===== src/rtl/uart_pkg.sv =====
// uart_pkg: shared types, tuser layout and divider arithmetic for the UART
// receiver slice (uart_rx_axis + uart_rx_fifo).
package uart_pkg;

  // Receiver FSM states. ST_BREAK is only reachable when break detection is
  // compiled in.
  typedef enum logic [2:0] {
    ST_IDLE,
    ST_START,
    ST_DATA,
    ST_PARITY,
    ST_STOP,
    ST_BREAK
  } rx_state_e;

  // Parity mode decoded from the PARITY string parameter.
  typedef enum logic [1:0] {
    PAR_NONE,
    PAR_EVEN,
    PAR_ODD
  } parity_e;

  // Bit positions inside m_axis_tuser = {framing_err, parity_err}.
  localparam int TUSER_PERR = 0;
  localparam int TUSER_FERR = 1;
  localparam int TUSER_W    = 2;

  // Clocks per sample tick, truncating integer division.
  function automatic int calc_tick_div(input int clk_freq, input int baud,
                                       input int oversample);
    return clk_freq / (baud * oversample);
  endfunction

endpackage


===== src/rtl/uart_rx_fifo.sv =====
// uart_rx_fifo: synchronous FIFO with a registered head word. Pointers carry
// one extra wrap bit so full/empty come straight from the pointer MSBs.
module uart_rx_fifo #(
  parameter int WIDTH = 10,
  parameter int DEPTH = 16
) (
  input  logic             clk,
  input  logic             rst,
  input  logic             push,
  input  logic [WIDTH-1:0] push_data,
  input  logic             pop_ready,
  output logic [WIDTH-1:0] rd_data,
  output logic             rd_valid,
  output logic             overrun
);

  localparam int AW = $clog2(DEPTH);
  localparam int PW = AW + 1;

  logic [WIDTH-1:0] mem [DEPTH];
  logic [PW-1:0]    wr_ptr, rd_ptr, wr_ptr_n, rd_ptr_n;
  logic             empty, full, pop, push_ok, head_valid;

  assign empty      = (wr_ptr == rd_ptr);
  assign full       = (wr_ptr[AW] != rd_ptr[AW]) && (wr_ptr[AW-1:0] == rd_ptr[AW-1:0]);
  assign pop        = !empty && pop_ready;
  // A pop frees a slot in the same cycle, so push+pop succeeds even when full.
  assign push_ok    = push && (!full || pop);
  assign wr_ptr_n   = wr_ptr + PW'(push_ok);
  assign rd_ptr_n   = rd_ptr + PW'(pop);
  assign head_valid = (wr_ptr_n != rd_ptr_n);
  assign rd_valid   = !empty;

  // Pointers, head register and overrun pulse.
  always_ff @(posedge clk) begin
    if (rst) begin
      wr_ptr  <= '0;
      rd_ptr  <= '0;
      rd_data <= '0;
      overrun <= 1'b0;
    end else begin
      wr_ptr  <= wr_ptr_n;
      rd_ptr  <= rd_ptr_n;
      overrun <= push && full && !pop;
      // Head only reloads when a word will be present; it holds otherwise.
      if (head_valid) begin
        if (push_ok && (wr_ptr[AW-1:0] == rd_ptr_n[AW-1:0])) begin
          rd_data <= push_data;
        end else begin
          rd_data <= mem[rd_ptr_n[AW-1:0]];
        end
      end
    end
  end

  // Storage array write port.
  // NOTE: the array is not reset; a slot is only read after it was written,
  // so clearing it would cost reset fan-out for no behavioural change.
  always_ff @(posedge clk) begin
    if (push_ok) begin
      mem[wr_ptr[AW-1:0]] <= push_data;
    end
  end

endmodule


===== src/rtl/uart_rx_axis.sv =====
// uart_rx_axis: oversampling UART receiver with majority-vote bit decisions,
// parity/framing flags and an AXI-Stream output FIFO.
// Optional break detection: define UART_RX_BREAK_DET_EN to add port rx_break;
// without it an all-zero frame is delivered as data 0 with framing_err set.
module uart_rx_axis
  import uart_pkg::*;
#(
  parameter int    CLK_FREQ   = 50_000_000,
  parameter int    BAUD       = 115200,
  parameter int    OVERSAMPLE = 16,
  parameter int    DATA_BITS  = 8,
  parameter string PARITY     = "even",
  parameter int    FIFO_DEPTH = 16
) (
  input  logic                 clk,
  input  logic                 rst,
  input  logic                 rx,
  output logic [DATA_BITS-1:0] m_axis_tdata,
  output logic [1:0]           m_axis_tuser,
  output logic                 m_axis_tvalid,
  input  logic                 m_axis_tready,
  output logic                 rx_overrun
`ifdef UART_RX_BREAK_DET_EN
  ,
  output logic                 rx_break
`endif
);

  localparam int      TICK_DIV = calc_tick_div(CLK_FREQ, BAUD, OVERSAMPLE);
  localparam int      DIV_W    = (TICK_DIV > 1) ? $clog2(TICK_DIV) : 1;
  localparam int      OS_W     = $clog2(OVERSAMPLE);
  localparam int      BIT_W    = $clog2(DATA_BITS);
  localparam int      WORD_W   = DATA_BITS + TUSER_W;
  localparam parity_e PAR_MODE = (PARITY == "none") ? PAR_NONE :
                                 (PARITY == "odd")  ? PAR_ODD  : PAR_EVEN;
  localparam logic [BIT_W-1:0] LAST_BIT = BIT_W'(DATA_BITS - 1);
  localparam logic [OS_W-1:0]  VOTE_POS = OS_W'(OVERSAMPLE / 2);

  if (TICK_DIV < 1) begin : g_bad_tick_div
    $error("uart_rx_axis: CLK_FREQ/(BAUD*OVERSAMPLE) must be at least 1");
  end
  if (OVERSAMPLE != 8 && OVERSAMPLE != 16) begin : g_bad_oversample
    $error("uart_rx_axis: OVERSAMPLE must be 8 or 16");
  end
  if (DATA_BITS < 5 || DATA_BITS > 9) begin : g_bad_data_bits
    $error("uart_rx_axis: DATA_BITS must be 5..9");
  end
  if (FIFO_DEPTH < 2 || (FIFO_DEPTH & (FIFO_DEPTH - 1)) != 0) begin : g_bad_depth
    $error("uart_rx_axis: FIFO_DEPTH must be a power of 2, at least 2");
  end

  rx_state_e          state, state_n;
  logic               rx_meta, rx_sync;
  logic [DIV_W-1:0]   div_cnt;
  logic [OS_W-1:0]    os_cnt;
  logic [1:0]         samp_sr;
  logic [BIT_W-1:0]   bit_cnt;
  logic [DATA_BITS-1:0] shreg;
  logic               par_q, ferr_q, stop_seen, armed;
  logic               tick, vote, vote_tick, start_det, break_frame, perr, push;
  logic [WORD_W-1:0]  push_word, pop_word;

  // Two-flop synchroniser; both stages reset to the idle line level.
  always_ff @(posedge clk) begin
    if (rst) begin
      rx_meta <= 1'b1;
      rx_sync <= 1'b1;
    end else begin
      // NOTE: non-blocking, so rx_sync takes the previous rx_meta and the
      // chain really is two flops deep.
      rx_meta <= rx;
      rx_sync <= rx_meta;
    end
  end

  // Sample-tick divider.
  always_ff @(posedge clk) begin
    if (rst || tick) begin
      div_cnt <= '0;
    end else begin
      div_cnt <= div_cnt + 1'b1;
    end
  end

  assign tick      = (div_cnt == DIV_W'(TICK_DIV - 1));
  assign start_det = (state == ST_IDLE) && tick && !rx_sync && armed;

  // Tick phase within the current bit and the two samples preceding the
  // current one; phase restarts at the start-bit edge.
  always_ff @(posedge clk) begin
    if (rst) begin
      os_cnt  <= '0;
      samp_sr <= 2'b11;
    end else if (tick) begin
      samp_sr <= {samp_sr[0], rx_sync};
      os_cnt  <= start_det ? '0 : os_cnt + 1'b1;
    end
  end

  // Samples OVERSAMPLE/2-1, OVERSAMPLE/2, OVERSAMPLE/2+1 are voted on the last.
  assign vote      = (samp_sr[1] & samp_sr[0]) | (samp_sr[1] & rx_sync) |
                     (samp_sr[0] & rx_sync);
  assign vote_tick = tick && (os_cnt == VOTE_POS);

  assign perr = (PAR_MODE == PAR_EVEN) ?  (^shreg ^ par_q) :
                (PAR_MODE == PAR_ODD)  ? ~(^shreg ^ par_q) : 1'b0;

`ifdef UART_RX_BREAK_DET_EN
  // Start, data, parity and stop all low: a line break, not a word.
  assign break_frame = vote_tick && !vote && (shreg == '0) && !par_q;
  assign rx_break    = (state == ST_BREAK);
`else
  assign break_frame = 1'b0;
`endif

  // FSM state register.
  always_ff @(posedge clk) begin
    if (rst) begin
      state <= ST_IDLE;
    end else begin
      state <= state_n;
    end
  end

  // FSM next-state and push decode.
  always_comb begin
    // NOTE: defaults first so every path assigns both outputs; no latches.
    state_n = state;
    push    = 1'b0;
    case (state)
      ST_IDLE:   if (start_det) state_n = ST_START;
      ST_START:  if (vote_tick) state_n = vote ? ST_IDLE : ST_DATA;
      ST_DATA:   if (vote_tick && bit_cnt == LAST_BIT)
                   state_n = (PAR_MODE == PAR_NONE) ? ST_STOP : ST_PARITY;
      ST_PARITY: if (vote_tick) state_n = ST_STOP;
      ST_STOP: begin
        if (stop_seen) begin
          push    = 1'b1;
          state_n = ST_IDLE;
        end else if (break_frame) begin
          state_n = ST_BREAK;
        end
      end
      ST_BREAK:  if (rx_sync) state_n = ST_IDLE;
      default:   state_n = ST_IDLE;
    endcase
  end

  // Frame datapath: shift register, parity/stop capture, line-idle tracking.
  always_ff @(posedge clk) begin
    if (rst) begin
      bit_cnt   <= '0;
      shreg     <= '0;
      par_q     <= 1'b0;
      ferr_q    <= 1'b0;
      stop_seen <= 1'b0;
      armed     <= 1'b0;
    end else begin
      if (start_det) begin
        bit_cnt <= '0;
        par_q   <= 1'b0;
      end
      case (state)
        ST_IDLE:   if (tick && rx_sync) armed <= 1'b1;
        ST_DATA: begin
          if (vote_tick) begin
            shreg   <= {vote, shreg[DATA_BITS-1:1]};
            bit_cnt <= bit_cnt + 1'b1;
          end
        end
        ST_PARITY: if (vote_tick) par_q <= vote;
        ST_STOP: begin
          if (vote_tick && !stop_seen && !break_frame) begin
            stop_seen <= 1'b1;
            ferr_q    <= ~vote;
          end
          if (push) begin
            stop_seen <= 1'b0;
            // A low stop bit means the line may still be low: re-arm on high.
            armed     <= ~ferr_q;
          end
        end
        ST_BREAK:  if (rx_sync) armed <= 1'b1;
        default:   ;
      endcase
    end
  end

  // Word as stored in the FIFO: {tuser, data}.
  always_comb begin
    push_word                          = '0;
    push_word[DATA_BITS-1:0]           = shreg;
    push_word[DATA_BITS + TUSER_FERR]  = ferr_q;
    push_word[DATA_BITS + TUSER_PERR]  = perr;
  end

  uart_rx_fifo #(
    .WIDTH (WORD_W),
    .DEPTH (FIFO_DEPTH)
  ) u_fifo (
    .clk       (clk),
    .rst       (rst),
    .push      (push),
    .push_data (push_word),
    .pop_ready (m_axis_tready),
    .rd_data   (pop_word),
    .rd_valid  (m_axis_tvalid),
    .overrun   (rx_overrun)
  );

  assign m_axis_tdata = pop_word[DATA_BITS-1:0];
  assign m_axis_tuser = pop_word[WORD_W-1:DATA_BITS];

endmodule


===== config.mk =====
export PLATFORM = sky130hd
export DESIGN_NAME = uart_rx_axis
export DESIGN_NICKNAME = d
export VERILOG_FILES = /design/src/rtl/uart_pkg.sv /design/src/rtl/uart_rx_fifo.sv /design/src/rtl/uart_rx_axis.sv
export SDC_FILE = /design/constraint.sdc
export NUM_CORES = 1
export LEC_CHECK = 0
export ABC_CLOCK_PERIOD_IN_PS = 6600
export BUFFER_PORTS_ARGS = -buffer_cell sky130_fd_sc_hd__buf_2
export CORE_AREA = 3 3 165 167
export DETAILED_ROUTE_END_ITERATION = 16
export DIE_AREA = 0 0 168 170
export PLACE_DENSITY_LB_ADDON = 0.25
export SETUP_SLACK_MARGIN = 0.05
export SLEW_MARGIN = 20
export SYNTH_ARGS = -nofsm -noshare
export SYNTH_HDL_FRONTEND = slang
export SYNTH_SLANG_ARGS = --single-unit

===== constraint.sdc =====
create_clock -name clk -period 6.6 [get_ports clk]
set_input_delay 0.66 -clock clk [delete_from_list [all_inputs] [get_ports clk]]
set_output_delay 0.66 -clock clk [all_outputs]
set_load 0.01 [all_outputs]

* Word level (Yosys, flattened, before mapping) *
Memories as Yosys holds them, arrays and structs flattened. A register that Yosys moved wholly into a read port is not among the register bits.
Index checks and enable logic that the tools add are counted.

operators by class
  eq/ne operators = 20
  multiplexer cells = 25
  shift operators = 0
  reduce and logical (&&, ||, !) cells = 28
  bitwise operators = 8
  order comparisons = 0
  $mul = 0
  add/subtract/negate cells = 5
  divide/modulo/power cells = 0

operators by type and width
  cell                 count
  $mux 3               9
  $pmux 3 s6           1
  $logic_and 1x1->1    12
  $mux 1               12
  $ne 2x2->1 const B   6
  $add 5x1->5          2
  $eq 3x3->1 const B   3
  $reduce_xor 8->1     1
  $eq 3x2->1 const B   2
  $reduce_and 2->1     3
  $reduce_and 6->1     1
  $add 5x1->5 const B  1
  $eq 5x5->1           1
  $eq 5x5->1 const B   1
  $logic_not 1->1      5
  $ne 5x5->1           1
  $add 4x1->4 const B  1
  $eq 4x4->1           1
  $eq 4x4->1 const B   1
  $mux 4               1
  $ne 2x1->1 const B   2
  $reduce_and 4->1     1
  $add 3x1->3 const B  1
  $and 1x1->1          3
  11 further kinds     14

storage, ports and cells
  flip-flop bits (word level) = 42
  input port bits = 4
  memories = 1
  word-level logic and storage cells = 102
  memory bits (writable) = 160
  ROM bits = 0
  output and inout bits = 12
  bits in latches = 0

memories
  name        depth  bits a word  rd ports  clocked after Yosys merged registers in  write ports  line                RTL
  u_fifo.mem  16     10           1         1                                        1            uart_rx_fifo.sv:20  logic [WIDTH-1:0] mem [DEPTH];

* Logic depth before layout (Yosys ltp) *
  depth in word-level cells = 7
  depth in mapped cells = 15
  mapped depth without buffers = 11

* Cells and area by module *
A second synthesis with hierarchy kept.

unflattened totals
  cells, all modules = 556
  area, all modules = 8914.8 sq um

modules (own cells, without submodules)
  module        area each (sq um)  sequential area each (sq um)  cells each  times used
  uart_rx_fifo  7424.6             5225.0                        386         1
  uart_rx_axis  1490.2             620.6                         170         1

* Least setup slack after synthesis *
No wires, ideal clock.

  path type = flip-flop to flip-flop
  from = reg u_fifo.wr_ptr[3]
  to = reg u_fifo.rd_data[4], read port of u_fifo.mem
  stages on the path, launching flop included = 14
  period minus slack after synthesis = 3.287 ns
  buffers on the path = 2
  data arrival time = 3.199 ns
  data required time = 6.512 ns
  setup slack = 3.313 ns
  setup time = 0.088 ns
  cells stage by stage = dfxtp_1 > buf_2 > xor2_1 > nor4_2 > nand2_1 > and2_1 > ha_1 > ha_1 > xor2_4 > buf_6 > mux4_2 > mux2i_1 > a21oi_1 > o32ai_2

between the ends
  cells in the longest elaborated chain, start to end = 7
  elaborated cells on any way between the ends = 11
  classes of those cells = 2 x add/sub; 3 x eq/ne; 6 x reduce/logical

ends and longest elaborated chain
  what                     line                RTL
  from (decl)              uart_rx_fifo.sv:21  logic [PW-1:0] wr_ptr, rd_ptr, wr_ptr_n, rd_ptr_n;
  from (signal assigned)   uart_rx_fifo.sv:42  wr_ptr <= wr_ptr_n;
  $eq 5x5->1 *             uart_rx_fifo.sv:24  assign empty = (wr_ptr == rd_ptr);
  $logic_not 1->1 *        --
  named net m_axis_tvalid  uart_rx_axis.sv:20  output logic m_axis_tvalid,
  $logic_and 1x1->1 *      uart_rx_fifo.sv:26  assign pop = !empty && pop_ready;
  $logic_or 1x1->1         uart_rx_fifo.sv:28  assign push_ok = push && (!full || pop);
  $logic_and 1x1->1        uart_rx_fifo.sv:28
  $add 5x1->5              uart_rx_fifo.sv:29  assign wr_ptr_n = wr_ptr + PW'(push_ok);
  $ne 5x5->1               uart_rx_fifo.sv:31  assign head_valid = (wr_ptr_n != rd_ptr_n);
  to (decl)                uart_rx_fifo.sv:12  output logic [WIDTH-1:0] rd_data,

The timed path passes the listed nets; every way through them passes the cells marked *.
A chain may end at the register's enable or synchronous reset.

* Worst setup path in the final report *
  from = reg u_fifo.wr_ptr[2]
  to = reg u_fifo.rd_data[3], read port of u_fifo.mem

between the ends
  elaborated cells on any way between the ends = 11
  classes of those cells = 2 x add/sub; 3 x eq/ne; 6 x reduce/logical

RTL lines
  what                          line                RTL
  $eq 5x5->1 *                  uart_rx_fifo.sv:24
  $logic_not 1->1 *             uart_rx_fifo.sv:26
  $logic_and 1x1->1 *           uart_rx_fifo.sv:26
  $add 5x1->5 *                 uart_rx_fifo.sv:30  assign rd_ptr_n = rd_ptr + PW'(pop);
  named net u_fifo.rd_ptr_n[1]  uart_rx_fifo.sv:21
  $ne 5x5->1                    uart_rx_fifo.sv:31

Marks and branches as above.

==> metrics.txt <==
result of the run complete, no violations; post-synthesis sequential area ratio 0.647; unrepaired setup endpoints after global routing no; list of cells traversed by the critical path xor2_1, nor4_2, nand2_1, and2_1, ha_2, ha_2, buf_4, mux2i_1, mux4_2, mux2i_1, a21oi_1, o32ai_2; clock latency on the worst-skew pair 500 ps; total of flip-flops plus latches after synthesis 212; crit path launch type flop; worst-path fanout max 37; Detail Route Antenna Nets 0; post-synth net total 587; total DRC errors in the routed layout 0; count of hold buffers inserted by post-cts repair 0; Yosys warnings 0; placed instance area 0.00947 mm^2; source of the worst register-to-register timing path u_fifo.wr_ptr[2]; routed wire length per instance 19.6 um; Hold Path Sink rx_meta; post-detailed-placement half-perimeter wirelength 11.4 mm; placed instance count 901; Worst Skew 14.9 ps; nature of the critical path endpoint flop; length of the first detailed-routing pass in iterations 4; WHS Path Cells 2; category of the most critical setup path flop to flop; share of layout cells above drive strength 1 0.216; io pins 16; first-pass GRT wire length 29.0 mm; core footprint 0.0259 mm^2; most frequently used flop master after synthesis sky130_fd_sc_hd__edfxtp_1; largest net degree at the start of global routing 45; worst endpoint required time 7010 ps; Worst Reg-to-Reg Cells 12; class of the worst hold path input port to flop; mapped cell area 0.00903 mm^2; final cell count without fillers 945; remaining global-route overflow 0; starting DRC count in detailed routing 375; Setup WS pre-CTS 2300 ps; hold wc startpoint rx; number of rows created at floorplan 59; clk slew on worst S/H paths 60 ps; number of synthesized flops with an enable pin 160; antenna cells 0; CTS Buf Count 24; Max-cap violations 0; clock tree root driver cell sky130_fd_sc_hd__clkbuf_16; # clock sinks 212; slowest stage cell on the critical path sky130_fd_sc_hd__ha_2; Syn-to-layout area delta 13.8%; horizontal die dimension 168 um; weighted congestion reported at the end of routability-driven placement 0.726; post-cts gate resize count 0; starting density of the core 0.349; average instance area after synthesis 15.8 um^2; Crit Reg-Reg Endpoint u_fifo.rd_data[3]; final WL 18.6 mm; tightest slew margin relative to the limit 0.280; final worst-path cycle share 0.649; r2r setup slk 2320 ps; pwr/cell area 268 mW/mm^2; post-CTS setup repair buffer count 0; number of global-route vias before repair 4920; NumNets Final 606; clock tree from TritonCTS built; count of distinct cell types in the synthesized netlist 57; Post-Layout Inst Area 0.0103 mm^2; post-synthesis instance total 573; Worst Slack Setup Final 2320 ps; number of endpoints failing setup at the final stage 0; antenna violations before repair 0; count of pins over their slew limit 0; total number of vias 4724; total count of hold-check failures in the final report 0; H-tree depth 1; I/O Buffers 15; slew at the pin closest to its max-slew limit 1070 ps; final total negative setup slack 0 ps; DIE HEIGHT 170 um; Longest Clk Path Bufs 3; leakage power of the design 3.35 nW; min cycle time layout 4280 ps; max frequency 234 MHz; post-detailed-route via-to-cell ratio 5.00; global-route usage over all layers 0.130; area enclosed by the die boundary 0.0286 mm^2; share of async-settable or async-resettable flops after synthesis 0; worst endpoint data arrival time 4690 ps; worst voltage drop across the vdd grid 0.000153 V; Critical Path Max Stage Delay 710 ps; final cell utilization of the core 0.397
==> worst max-delay path: cells and delay by family, from the launching register on <==
kind,cells,cell delay (ps)
adders and majority gates,2,890
muxes,3,850
and+or+nand+nor,3,680
DFF,1,630
buffers and inverters,1,600
AOI/OAI and AO/OA,2,340
xor gates and xnor gates,1,150
==> flip-flops by register name, indices dropped and copies added (netlist names), 2 cells and up <==
signal / flops
os_cnt: 4
u_fifo.rd_data: 10
div_cnt: 5
samp_sr: 2
bit_cnt: 3
u_fifo.wr_ptr: 5
u_fifo.mem: 160
shreg: 8
state: 3
u_fifo.rd_ptr: 5
==> worst max path at each step <==
stage                      from                 to  slack [ps]  cells after the start
2_1_floorplan  u_fifo.wr_ptr[3]  u_fifo.rd_data[4]        3310                     13
3_3_place_gp   u_fifo.wr_ptr[2]  u_fifo.rd_data[8]        2340                     11
3_5_place_dp   u_fifo.wr_ptr[2]  u_fifo.rd_data[3]        2300                     12
4_1_cts        u_fifo.wr_ptr[2]  u_fifo.rd_data[3]        2290                     12
5_1_grt        u_fifo.wr_ptr[2]  u_fifo.rd_data[3]        2010                     12
6_report       u_fifo.wr_ptr[2]  u_fifo.rd_data[3]        2320                     12
==> stage by stage <==
| step | total power [mW] | hold WS [ps] |
|---|---|---|
| finish | 2.76 | 339 |
| global route | 2.85 | 332 |
| floorplan | 1.46 | 389 |
| detailed placement | 1.46 | 394 |
| global placement | 1.46 | 400 |
| CTS | 2.80 | 318 |
==> layer usage <==
metal,wire [um],GRT usage,vias up,part of all wire
met5,0,0,-,0
met3,896,0.0167,22,0.048
met1,8490,0.181,2386,0.46
met4,284,0.0281,0,0.015
li1,-,-,2232,-
met2,8890,0.221,84,0.48
==> cell usage after synthesis, drive strengths merged, types with 10 or more instances <==
| library cell | instances | area (um^2) |
|---|---|---|
| nor3 | 22 | 160 |
| buf | 24 | 184 |
| ha | 10 | 125 |
| edfxtp | 160 | 4800 |
| a21oi | 26 | 130 |
| o32ai | 10 | 155 |
| mux2i | 63 | 631 |
| dfxtp | 52 | 1040 |
| mux4 | 30 | 679 |
| nand2 | 33 | 124 |
| nor2 | 28 | 105 |
| xnor2 | 11 | 104 |
| inv | 14 | 52.6 |
| xor2 | 18 | 184 |
==> cell type report <==
cell class	instances	area [um^2]
fill	2312	15600
inverter	14	52.6
clock buffer	35	713
timing repair buffer	26	158
sequential	212	5850
clock inverter	9	104
multi-input combinational	314	2990
tap	335	419
==> report_power, final <==
| group | total, mW | switching, mW | internal [mW] | leakage (nW) |
|---|---|---|---|---|
| clock network | 1.33 | 0.501 | 0.828 | 0.402 |
| registers | 1.42 | 0.00210 | 1.42 | 1.90 |
| logic | 0.0127 | 0.00828 | 0.00447 | 1.05 |
| total | 2.76 | 0.511 | 2.25 | 3.35 |
==> cells in the final DEF, fill, tap and decap left out, types with 2 or more instances in the layout <==
cell type	count
sky130_fd_sc_hd__a21o_1	2
sky130_fd_sc_hd__a21oi_1	26
sky130_fd_sc_hd__a22oi_1	3
sky130_fd_sc_hd__a311oi_1	2
sky130_fd_sc_hd__and2_1	2
sky130_fd_sc_hd__buf_2	15
sky130_fd_sc_hd__buf_4	11
sky130_fd_sc_hd__bufinv_16	2
sky130_fd_sc_hd__clkbuf_1	5
sky130_fd_sc_hd__clkbuf_16	25
sky130_fd_sc_hd__clkbuf_8	5
sky130_fd_sc_hd__clkinv_1	2
sky130_fd_sc_hd__clkinv_2	2
sky130_fd_sc_hd__clkinv_4	2
sky130_fd_sc_hd__dfxtp_1	52
sky130_fd_sc_hd__edfxtp_1	160
sky130_fd_sc_hd__ha_1	8
sky130_fd_sc_hd__ha_2	2
sky130_fd_sc_hd__inv_1	13
sky130_fd_sc_hd__mux2i_1	63
sky130_fd_sc_hd__mux4_2	29
sky130_fd_sc_hd__nand2_1	33
sky130_fd_sc_hd__nand2b_1	3
sky130_fd_sc_hd__nand3_1	9
sky130_fd_sc_hd__nand3b_1	4
sky130_fd_sc_hd__nand4_1	3
sky130_fd_sc_hd__nand4b_1	2
sky130_fd_sc_hd__nor2_1	25
sky130_fd_sc_hd__nor2_2	3
sky130_fd_sc_hd__nor2b_1	7
sky130_fd_sc_hd__nor3_1	12
sky130_fd_sc_hd__nor3_2	10
sky130_fd_sc_hd__nor4_2	3
sky130_fd_sc_hd__nor4b_4	2
sky130_fd_sc_hd__o21ai_0	2
sky130_fd_sc_hd__o32ai_2	9
sky130_fd_sc_hd__or2_2	2
sky130_fd_sc_hd__xnor2_1	9
sky130_fd_sc_hd__xor2_1	16
==> cells by family after synthesis <==
group | count (synthesis) | share of synthesized area
adders and majority gates | 11 | 0.0150
buffers and inverters | 47 | 0.0299
AOI/OAI and AO/OA | 50 | 0.0443
DFF | 212 | 0.647
xor gates and xnor gates | 31 | 0.0370
and+or+nand+nor | 128 | 0.0805
muxes | 94 | 0.146
Power figures use the tool's default switching activity.
